**config.mk**
```make
export PLATFORM = sky130hd
export DESIGN_NAME = id_stage_pipe
export DESIGN_NICKNAME = d
export VERILOG_FILES = /design/src/rtl/id_pkg.sv /design/src/rtl/id_regfile.sv /design/src/rtl/id_stage_pipe.sv
export SDC_FILE = /design/constraint.sdc
export NUM_CORES = 2
export LEC_CHECK = 0
export ABC_AREA = 1
export CAP_MARGIN = 10
export CORE_ASPECT_RATIO = 0.5
export CORE_UTILIZATION = 30
export DETAILED_ROUTE_END_ITERATION = 8
export GPL_ROUTABILITY_DRIVEN = 0
export SYNTH_ARGS = -nofsm -noshare
export SYNTH_HDL_FRONTEND = slang
export SYNTH_SLANG_ARGS = --single-unit
```
**constraint.sdc**
```tcl
create_clock -name clk -period 1.52 [get_ports clk]
set_input_delay 0.304 -clock clk [delete_from_list [all_inputs] [get_ports clk]]
set_output_delay 0.304 -clock clk [all_outputs]
set_load 0.005 [all_outputs]
```
**src/rtl/id_pkg.sv**
```systemverilog
// Shared decode-stage definitions: branch types, in_ctrl layout, extend modes.
package id_pkg;

  localparam int unsigned CTRL_W = 7;

  localparam logic [2:0] BR_NONE = 3'd0;
  localparam logic [2:0] BR_BEQ  = 3'd1;
  localparam logic [2:0] BR_BNE  = 3'd2;
  localparam logic [2:0] BR_BLEZ = 3'd3;
  localparam logic [2:0] BR_BGTZ = 3'd4;
  localparam logic [2:0] BR_BLTZ = 3'd5;
  localparam logic [2:0] BR_BGEZ = 3'd6;
  localparam logic [2:0] BR_RSVD = 3'd7;

  localparam int unsigned CTRL_EXSIGN  = 0;
  localparam int unsigned CTRL_EXTOP   = 1;
  localparam int unsigned CTRL_BT_LSB  = 2;
  localparam int unsigned CTRL_NPC_GPR = 5;
  localparam int unsigned CTRL_JMP     = 6;

  localparam logic [1:0] EXT_NONE = 2'd0;
  localparam logic [1:0] EXT_ZERO = 2'd1;
  localparam logic [1:0] EXT_SIGN = 2'd2;

  typedef struct packed {
    logic       jmp;
    logic       npc_from_gpr;
    logic [2:0] branch_type;
    logic       extop;
    logic       exsign;
  } id_ctrl_t;

  function automatic logic [1:0] ext_mode(input logic extop, input logic exsign);
    if (!extop) return EXT_NONE;
    return exsign ? EXT_SIGN : EXT_ZERO;
  endfunction

endpackage

```
**src/rtl/id_regfile.sv**
```systemverilog
// GPR file: two combinational read ports, one write port, write-to-read bypass.
module id_regfile #(
  parameter  int unsigned XLEN = 32,
  parameter  int unsigned NREG = 32,
  localparam int unsigned AW   = $clog2(NREG)
) (
  input  logic            clk,
  input  logic            rst,
  input  logic [AW-1:0]   ra1,
  input  logic [AW-1:0]   ra2,
  output logic [XLEN-1:0] rd1,
  output logic [XLEN-1:0] rd2,
  input  logic            we,
  input  logic [AW-1:0]   wa,
  input  logic [XLEN-1:0] wd
);

  logic [XLEN-1:0] mem [NREG];
  logic            wr_en;

  assign wr_en = we && (wa != '0);

  always_ff @(posedge clk or negedge rst) begin
    if (!rst) begin
      for (int i = 0; i < int'(NREG); i++) mem[i] <= '0;
    end else if (wr_en) begin
      mem[wa] <= wd;
    end
  end

  // A write landing this cycle is visible to the reader immediately.
  always_comb begin
    rd1 = mem[ra1];
    rd2 = mem[ra2];
    if (wr_en && wa == ra1) rd1 = wd;
    if (wr_en && wa == ra2) rd2 = wd;
    if (ra1 == '0) rd1 = '0;
    if (ra2 == '0) rd2 = '0;
  end

endmodule

```
**src/rtl/id_stage_pipe.sv**
```systemverilog
// MIPS decode stage: forwarded register read, immediate, load-use stall, ID/EX register.
// Optional early branch/jump resolution in ID under `define ID_EARLY_BRANCH_EN.
module id_stage_pipe
  import id_pkg::*;
#(
  parameter  int unsigned XLEN   = 32,
  parameter  int unsigned NREG   = 32,
  parameter  int unsigned NFWD   = 2,
  parameter  int unsigned PASS_W = 20,
  localparam int unsigned RA_W   = $clog2(NREG)
) (
  input  logic                 clk,
  input  logic                 rst,
  input  logic                 flush,
  input  logic                 in_valid,
  output logic                 in_ready,
  input  logic [31:0]          in_pc,
  input  logic [31:0]          in_instr,
  input  logic [CTRL_W-1:0]    in_ctrl,
  input  logic [PASS_W-1:0]    in_pass,
  input  logic                 wb_we,
  input  logic [RA_W-1:0]      wb_rw,
  input  logic [XLEN-1:0]      wb_wd,
  input  logic [NFWD-1:0]      fwd_valid,
  input  logic [NFWD*RA_W-1:0] fwd_rw,
  input  logic [NFWD*XLEN-1:0] fwd_wd,
  input  logic                 hz_load,
  input  logic [RA_W-1:0]      hz_rw,
  output logic                 out_valid,
  input  logic                 out_ready,
  output logic [31:0]          out_pc,
  output logic [31:0]          out_instr,
  output logic [XLEN-1:0]      out_rd1,
  output logic [XLEN-1:0]      out_rd2,
  output logic [XLEN-1:0]      out_imm,
  output logic [PASS_W-1:0]    out_pass,
  output logic                 redirect_valid,
  output logic [31:0]          redirect_pc
);

  id_ctrl_t        ctrl;
  logic [RA_W-1:0] rs, rt;
  logic [XLEN-1:0] rf_rd1, rf_rd2;
  logic [XLEN-1:0] opa, opb;
  logic [XLEN-1:0] imm;
  logic            hazard;
  logic            accept;

  assign ctrl = id_ctrl_t'(in_ctrl);
  assign rs   = in_instr[21 +: RA_W];
  assign rt   = in_instr[16 +: RA_W];

  id_regfile #(
    .XLEN (XLEN),
    .NREG (NREG)
  ) u_regfile (
    .clk (clk),
    .rst (rst),
    .ra1 (rs),
    .ra2 (rt),
    .rd1 (rf_rd1),
    .rd2 (rf_rd2),
    .we  (wb_we),
    .wa  (wb_rw),
    .wd  (wb_wd)
  );

  // Walk oldest to youngest so the lowest matching index wins; WB bypass lives in the regfile.
  always_comb begin
    opa = rf_rd1;
    opb = rf_rd2;
    for (int i = int'(NFWD) - 1; i >= 0; i--) begin
      if (fwd_valid[i] && fwd_rw[i*RA_W +: RA_W] == rs) opa = fwd_wd[i*XLEN +: XLEN];
      if (fwd_valid[i] && fwd_rw[i*RA_W +: RA_W] == rt) opb = fwd_wd[i*XLEN +: XLEN];
    end
    if (rs == '0) opa = '0;
    if (rt == '0) opb = '0;
  end

  always_comb begin
    imm = '0;
    unique case (ext_mode(ctrl.extop, ctrl.exsign))
      EXT_SIGN: imm = {{(XLEN-16){in_instr[15]}}, in_instr[15:0]};
      EXT_ZERO: imm = {{(XLEN-16){1'b0}}, in_instr[15:0]};
      default:  imm = '0;
    endcase
  end

  assign hazard   = hz_load && (hz_rw != '0) && (hz_rw == rs || hz_rw == rt);
  assign in_ready = !flush && !hazard && (!out_valid || out_ready);
  assign accept   = in_valid && in_ready;

`ifdef ID_EARLY_BRANCH_EN
  logic        taken;
  logic [31:0] pc_plus4, br_target, j_target;

  assign pc_plus4  = in_pc + 32'd4;
  assign br_target = pc_plus4 + {{14{in_instr[15]}}, in_instr[15:0], 2'b00};
  assign j_target  = {pc_plus4[31:28], in_instr[25:0], 2'b00};

  always_comb begin
    taken = 1'b0;
    unique case (ctrl.branch_type)
      BR_BEQ:  taken = (opa == opb);
      BR_BNE:  taken = (opa != opb);
      BR_BLEZ: taken = opa[XLEN-1] || (opa == '0);
      BR_BGTZ: taken = !opa[XLEN-1] && (opa != '0);
      BR_BLTZ: taken = opa[XLEN-1];
      BR_BGEZ: taken = !opa[XLEN-1];
      default: taken = 1'b0;
    endcase
  end

  assign redirect_valid = accept && (ctrl.jmp || ctrl.npc_from_gpr || taken);
  assign redirect_pc    = ctrl.npc_from_gpr ? opa[31:0] :
                          ctrl.jmp          ? j_target  : br_target;
`else
  logic unused_ctrl;

  // Control flow is resolved in EX from out_instr/out_pass in this build.
  assign unused_ctrl    = ^{ctrl.jmp, ctrl.npc_from_gpr, ctrl.branch_type};
  assign redirect_valid = 1'b0;
  assign redirect_pc    = 32'd0;
`endif

  always_ff @(posedge clk or negedge rst) begin
    if (!rst) begin
      out_valid <= 1'b0;
      out_pc    <= '0;
      out_instr <= '0;
      out_rd1   <= '0;
      out_rd2   <= '0;
      out_imm   <= '0;
      out_pass  <= '0;
    end else if (flush) begin
      out_valid <= 1'b0;
    end else if (accept) begin
      out_valid <= 1'b1;
      out_pc    <= in_pc;
      out_instr <= in_instr;
      out_rd1   <= opa;
      out_rd2   <= opb;
      out_imm   <= imm;
      out_pass  <= in_pass;
    end else if (out_valid && out_ready) begin
      out_valid <= 1'b0;
    end
  end

endmodule

```
# ---- Word-level counts from Yosys, hierarchy flattened
# Cells that the tools add are included.
dict set report classes {
  mux 23
  magnitude_cmp 4
  add_sub_neg 0
  multipliers 0
  n_eq_ne 10
  reduce_logical 25
  div 0
  n_shift 0
  bitwise 4
}
# operator n
set ops {}
lappend ops {{$bwmux 1024} 1}
lappend ops {{$mux 32} 13}
lappend ops {{$bmux 32 s5} 2}
lappend ops {{$demux 32 s5} 1}
lappend ops {{$pmux 32 s2} 1}
lappend ops {{$eq 5x5->1} 8}
lappend ops {{$ge 6x6->1 const B} 3}
lappend ops {{$not 5->6} 3}
lappend ops {{$logic_and 1x1->1} 14}
lappend ops {{$logic_not 5->1} 2}
lappend ops {{$reduce_bool 5->1} 2}
lappend ops {{$lt 6x1->1 const B} 1}
lappend ops {{$mux 2} 2}
lappend ops {{$logic_not 1->1} 3}
lappend ops {{$mux 1} 3}
lappend ops {{$reduce_bool 3->1} 1}
lappend ops {{$eq 2x1->1 const B} 1}
lappend ops {{$eq 2x2->1 const B} 1}
lappend ops {{$logic_or 1x1->1} 2}
lappend ops {{$reduce_and 2->1} 1}
lappend ops {{$not 1->1} 1}
dict set report totals {
  n_memories 0
  wordCells 105
  inputBits 216
  regBits 1205
  mem_bits_rw 0
  rom_bits 0
  latch_bits 0
}

# ---- Logic depth before layout (Yosys ltp)
dict set report depth {
  ltp_word 9
  ltp_mapped 16
  depth_no_buf 13
}

# ---- Cells and area by module
# Synthesis repeated with hierarchy kept, for this count alone.
dict set report unflattened {
  cells_unflattened 10050
  area_unflattened_um2 68598.3
}
# mod cells_each area_each_um2 instances seq_area_each_um2
set by_module_without_submodules {}
lappend by_module_without_submodules {id_regfile 8835 59459.5 1 25624.6}
lappend by_module_without_submodules {id_stage_pipe 1215 9138.8 1 4154.0}

# ---- Worst setup path before layout
# No wires, ideal clock.
dict set report synth_timing {
  kind {input-to-reg}
  start {input in_instr[16]}
  end {register out_imm[30]}
  setup_time_ps 122
  path_slack_ps -226
  stages 12
  t_required_ps 1398
  t_arrival_ps 1624
  path_cell_list {buf_4 buf_6 xor2_1 nor3_2 nand3_1 nand2_1 nand3_2 and2_4 nand2_4 buf_6 buf_4 o21ai_1}
}
dict set report synth_via {
  elab_chain_cells 8
}
# item line
set synth_rtl {}
lappend synth_rtl {{start, declared} id_stage_pipe.sv:18} ;# input logic [31:0] in_instr,
lappend synth_rtl {{$eq 5x5->1} id_stage_pipe.sv:89} ;# assign hazard = hz_load && (hz_rw != '0) && (hz_rw == rs || hz_rw == rt);
lappend synth_rtl {{$logic_or 1x1->1} id_stage_pipe.sv:89}
lappend synth_rtl {{$logic_and 1x1->1} id_stage_pipe.sv:89}
lappend synth_rtl {{$logic_not 1->1} id_stage_pipe.sv:90} ;# assign in_ready = !flush && !hazard && (!out_valid || out_ready);
lappend synth_rtl {{$logic_and 1x1->1 (2 in series)} id_stage_pipe.sv:90}
lappend synth_rtl {{via in_ready} id_stage_pipe.sv:16} ;# output logic in_ready,
lappend synth_rtl {{$logic_and 1x1->1} id_stage_pipe.sv:91} ;# assign accept = in_valid && in_ready;
lappend synth_rtl {{$reduce_and 2->1 (no line)} -}
lappend synth_rtl {{end signal, assigned} id_stage_pipe.sv:143} ;# out_imm <= imm;
lappend synth_rtl {{end, declared} id_stage_pipe.sv:35} ;# output logic [XLEN-1:0] out_imm,
# The timed path passes the listed nets, and every way through them passes these cells.
# A chain may end at the register's enable or synchronous reset.

# ---- Final worst setup path
dict set report layout_timing {
  start {register out_valid}
  end {output in_ready}
}
dict set report layout_via {
  elab_chain_cells 3
}
# item line
set layout_rtl {}
lappend layout_rtl {{start, declared} id_stage_pipe.sv:29} ;# output logic out_valid,
lappend layout_rtl {{start signal, assigned} id_stage_pipe.sv:128} ;# out_valid <= 1'b0;
lappend layout_rtl {{start signal, assigned} id_stage_pipe.sv:136} ;# out_valid <= 1'b0;
lappend layout_rtl {{start signal, assigned} id_stage_pipe.sv:138} ;# out_valid <= 1'b1;
lappend layout_rtl {{$logic_not 1->1} id_stage_pipe.sv:90}
lappend layout_rtl {{$logic_or 1x1->1} id_stage_pipe.sv:90}
lappend layout_rtl {{$logic_and 1x1->1} id_stage_pipe.sv:90}
lappend layout_rtl {{end, declared} id_stage_pipe.sv:16}
# Every way passes these cells.

==> metrics.json <==
{
  "setup_violations": 267,
  "post-synth-top-count-cell": "sky130_fd_sc_hd__nand2_1",
  "timing.clock.skew_ns": 0.0225,
  "placementRows": 120,
  "max_cap_violations": 0,
  "final_nets": 10080,
  "route.final.wire_length_mm": 301,
  "syn-mean-instance-area_um2": 7.08,
  "unrepaired_setup_endpoints_after_global_routing": "true",
  "grt_overflow_total": 0,
  "status": "finished with violations",
  "grt_start_max_net_pins": 81,
  "antenna_violating_nets_left": 0,
  "io_pins": 431,
  "max-slew-margin-rel_pct": 53.2,
  "die_h_um": 331,
  "dp_hpwl_mm": 199,
  "fp.dieW_um": 660,
  "num_cts_buffers": 132,
  "grtUsageTotal_pct": 26.1,
  "synth-edff-count": 0,
  "clk_latency_ns": 0.81,
  "cp_cell_sequence": "a21oi_2 -> and2_4 -> buf_6",
  "worstHoldPathType": "in -> async",
  "crit_path_kind": "reg -> out",
  "io_buffers": 392,
  "synth.top_cells.by_area": "sky130_fd_sc_hd__dfrtp_1, sky130_fd_sc_hd__nand2_1, sky130_fd_sc_hd__o21ai_0",
  "slowest_stage": "sky130_fd_sc_hd__dfrtp_1",
  "firstDrtPassIters": 9,
  "clock_sink_count": 1190,
  "ys.warnings.count": 0,
  "path_clk_slew_ns": 0.06,
  "whs_ns": 0.0146,
  "timing.critical_path.from_type": "flip-flop",
  "final.period_utilization_pct": 125,
  "synth_area_leader_cell": "sky130_fd_sc_hd__dfrtp_1",
  "synth-async-reset-ratio_pct": 100,
  "antenna_found_initial": 13,
  "first_iter_violations": 9351,
  "max_slew.worst_pin.slew_ns": 0.702,
  "synth.yosys.seq_area_share_pct": 45.9,
  "flow.area_growth_from_synthesis_pct": 33.3,
  "cp_slowest_stage_delay_ns": 0.40,
  "grt_first_pass_wirelength_mm": 428,
  "total_die_area_um2": 218000,
  "regToRegEndpoint": "out_imm[5]",
  "leakage_power_nw": 40.1,
  "synthTopCellsByCount": "sky130_fd_sc_hd__nand2_1, sky130_fd_sc_hd__o21ai_0, sky130_fd_sc_hd__dfrtp_1",
  "postLayoutSetupSlackWorst_ns": -0.374,
  "placeable_core_area_um2": 215000,
  "vias_in_the_first_global_route": 62965,
  "synth_cells": 9176,
  "max-clock-path-buffers": 3,
  "power.density_nw_per_um2": 1170,
  "routed-via-count": 69390,
  "routed_via_density": 5.41,
  "critical_path.max_fanout": 2,
  "wire_per_inst_um": 23.5,
  "violations": "negative setup slack",
  "yosys_reg_bits": 1190,
  "ir_worst_vdd_uv": 1150,
  "rrSetupSlack_ns": -0.11,
  "final_hold_viol_count": 0,
  "worstRegToRegCells": 7,
  "required_ns": 1.22,
  "clock_tree_from_tritoncts": "done",
  "max_freq_mhz": 528,
  "synth-main-ff-cell": "sky130_fd_sc_hd__dfrtp_1",
  "htreeDepth": 4,
  "arrival_time_at_the_worst_endpoint_ns": 1.59,
  "kind_of_capture_point_of_the_worst_setup_path": "output pin",
  "mappedNetlistArea_um2": 64900,
  "yosys.area.top_type_share_pct": 45.9,
  "post_route_cells_drive_above_1_share_pct": 18.3,
  "library_cell_used_as_clock_root_buffer": "sky130_fd_sc_hd__clkbuf_16",
  "final-max-slew-violation-count": 0,
  "drcViolationCount": 0,
  "post-layout-total-power_w": 0.101,
  "finalCriticalPeriod_ns": 1.89,
  "rr_startpoint": "out_valid",
  "initial_core_util_pct": 30.3,
  "fillers": 21552,
  "synth.distinct_cells": 37
}
cell type report:
class,count,area [µm²],share of cell area (%)
sequential,1190,29800,34.4
tap,2867,3590,4.14
clock buffer,189,3910,4.52
multi-input combinational,6796,32200,37.2
clock inverter,44,532,0.614
timing repair buffer,1340,14900,17.2
inverter,404,1570,1.81
antenna,3,7.51,0.00867
logic make-up after synthesis:
logic type | count (synthesis) | synth area share, %
buf+inv | 1224 | 8.07
simple gates | 4221 | 25.7
compound gates | 2524 | 20.2
xor+xnor | 16 | 0.216
other cells | 1 | 0.00578
flops | 1190 | 45.9
how the worst max path moves through the flow:
stage	start	to	slack (ns)	cells after the start
5_1_grt	out_valid	in_ready	-0.43	3
6_report	out_valid	in_ready	-0.37	3
3_3_place_gp	wb_rw[4]	out_rd2[6]	-1.29	12
3_5_place_dp	wb_rw[3]	out_rd2[6]	-1.30	12
2_1_floorplan	in_instr[16]	out_valid	-0.18	12
4_1_cts	out_valid	in_ready	-0.42	3
stage by stage:
step / TNS (ns) / cells / utilization, % / cell area (µm²) / setup WS (ns)
after detailed placement: -775.14 / 12450 / 37.1 / 79600 / -1.30
after global routing: -41.33 / 12831 / 40.3 / 86500 / -0.430
final: -30.42 / 12833 / 40.3 / 86500 / -0.374
after floorplan: -31.55 / 9208 / - / 66000 / -0.176
after CTS: -34.52 / 12775 / 39.6 / 84900 / -0.420
after global placement: -753.36 / 12450 / 37.1 / 79600 / -1.29
timing repair:
item | CTS | global route
hold endpoints to repair | 1215 | 0
gates cloned | 5 | 19
hold buffers | 27 | 0
setup buffers | 70 | 60
pin swaps | 84 | 259
gates resized for setup | 991 | 355
setup endpoints to repair | 238 | 357
routing by layer:
metal	GRT usage, %	up-vias	wire length (µm)
met2	38.7	4240	127000
met5	0	-	59
met3	5.62	837	34900
met1	36.2	33035	123000
met4	12.8	10	16500
li1	-	31268	-
placed cells by master (no fill, tap or decap), drive strengths merged, types with 26 or more instances in the layout:
master         instances
nand2               2679
o21ai               1521
dfrtp               1190
buf                 1103
nor2                1004
a21oi                747
nand3                522
inv                  410
clkbuf               201
clkdlybuf4s50        188
o22ai                149
o21a                  83
conb                  33
dlygate4sd3           26
registers in the layout, indices dropped and copies added (netlist names):
| signal | count |
|---|---|
| out_rd1 | 32 |
| out_valid | 1 |
| out_imm | 17 |
| out_pc | 32 |
| u_regfile.mem | 1024 |
| out_pass | 20 |
| out_instr | 32 |
| out_rd2 | 32 |
power by group:
| group | switching (W) | internal, W |
|---|---|---|
| combinational | 0.0138 | 0.0105 |
| sequential | 0.00480 | 0.0380 |
| clock | 0.0144 | 0.0195 |
| total | 0.0330 | 0.0680 |
critical path, delay by kind of cell (launching register included):
family | cells | cell delay [ns]
simple gates | 1 | 0.16
compound gates | 1 | 0.14
buf+inv | 1 | 0.09
flops | 1 | 0.40
(Power assumes the default switching activity.)
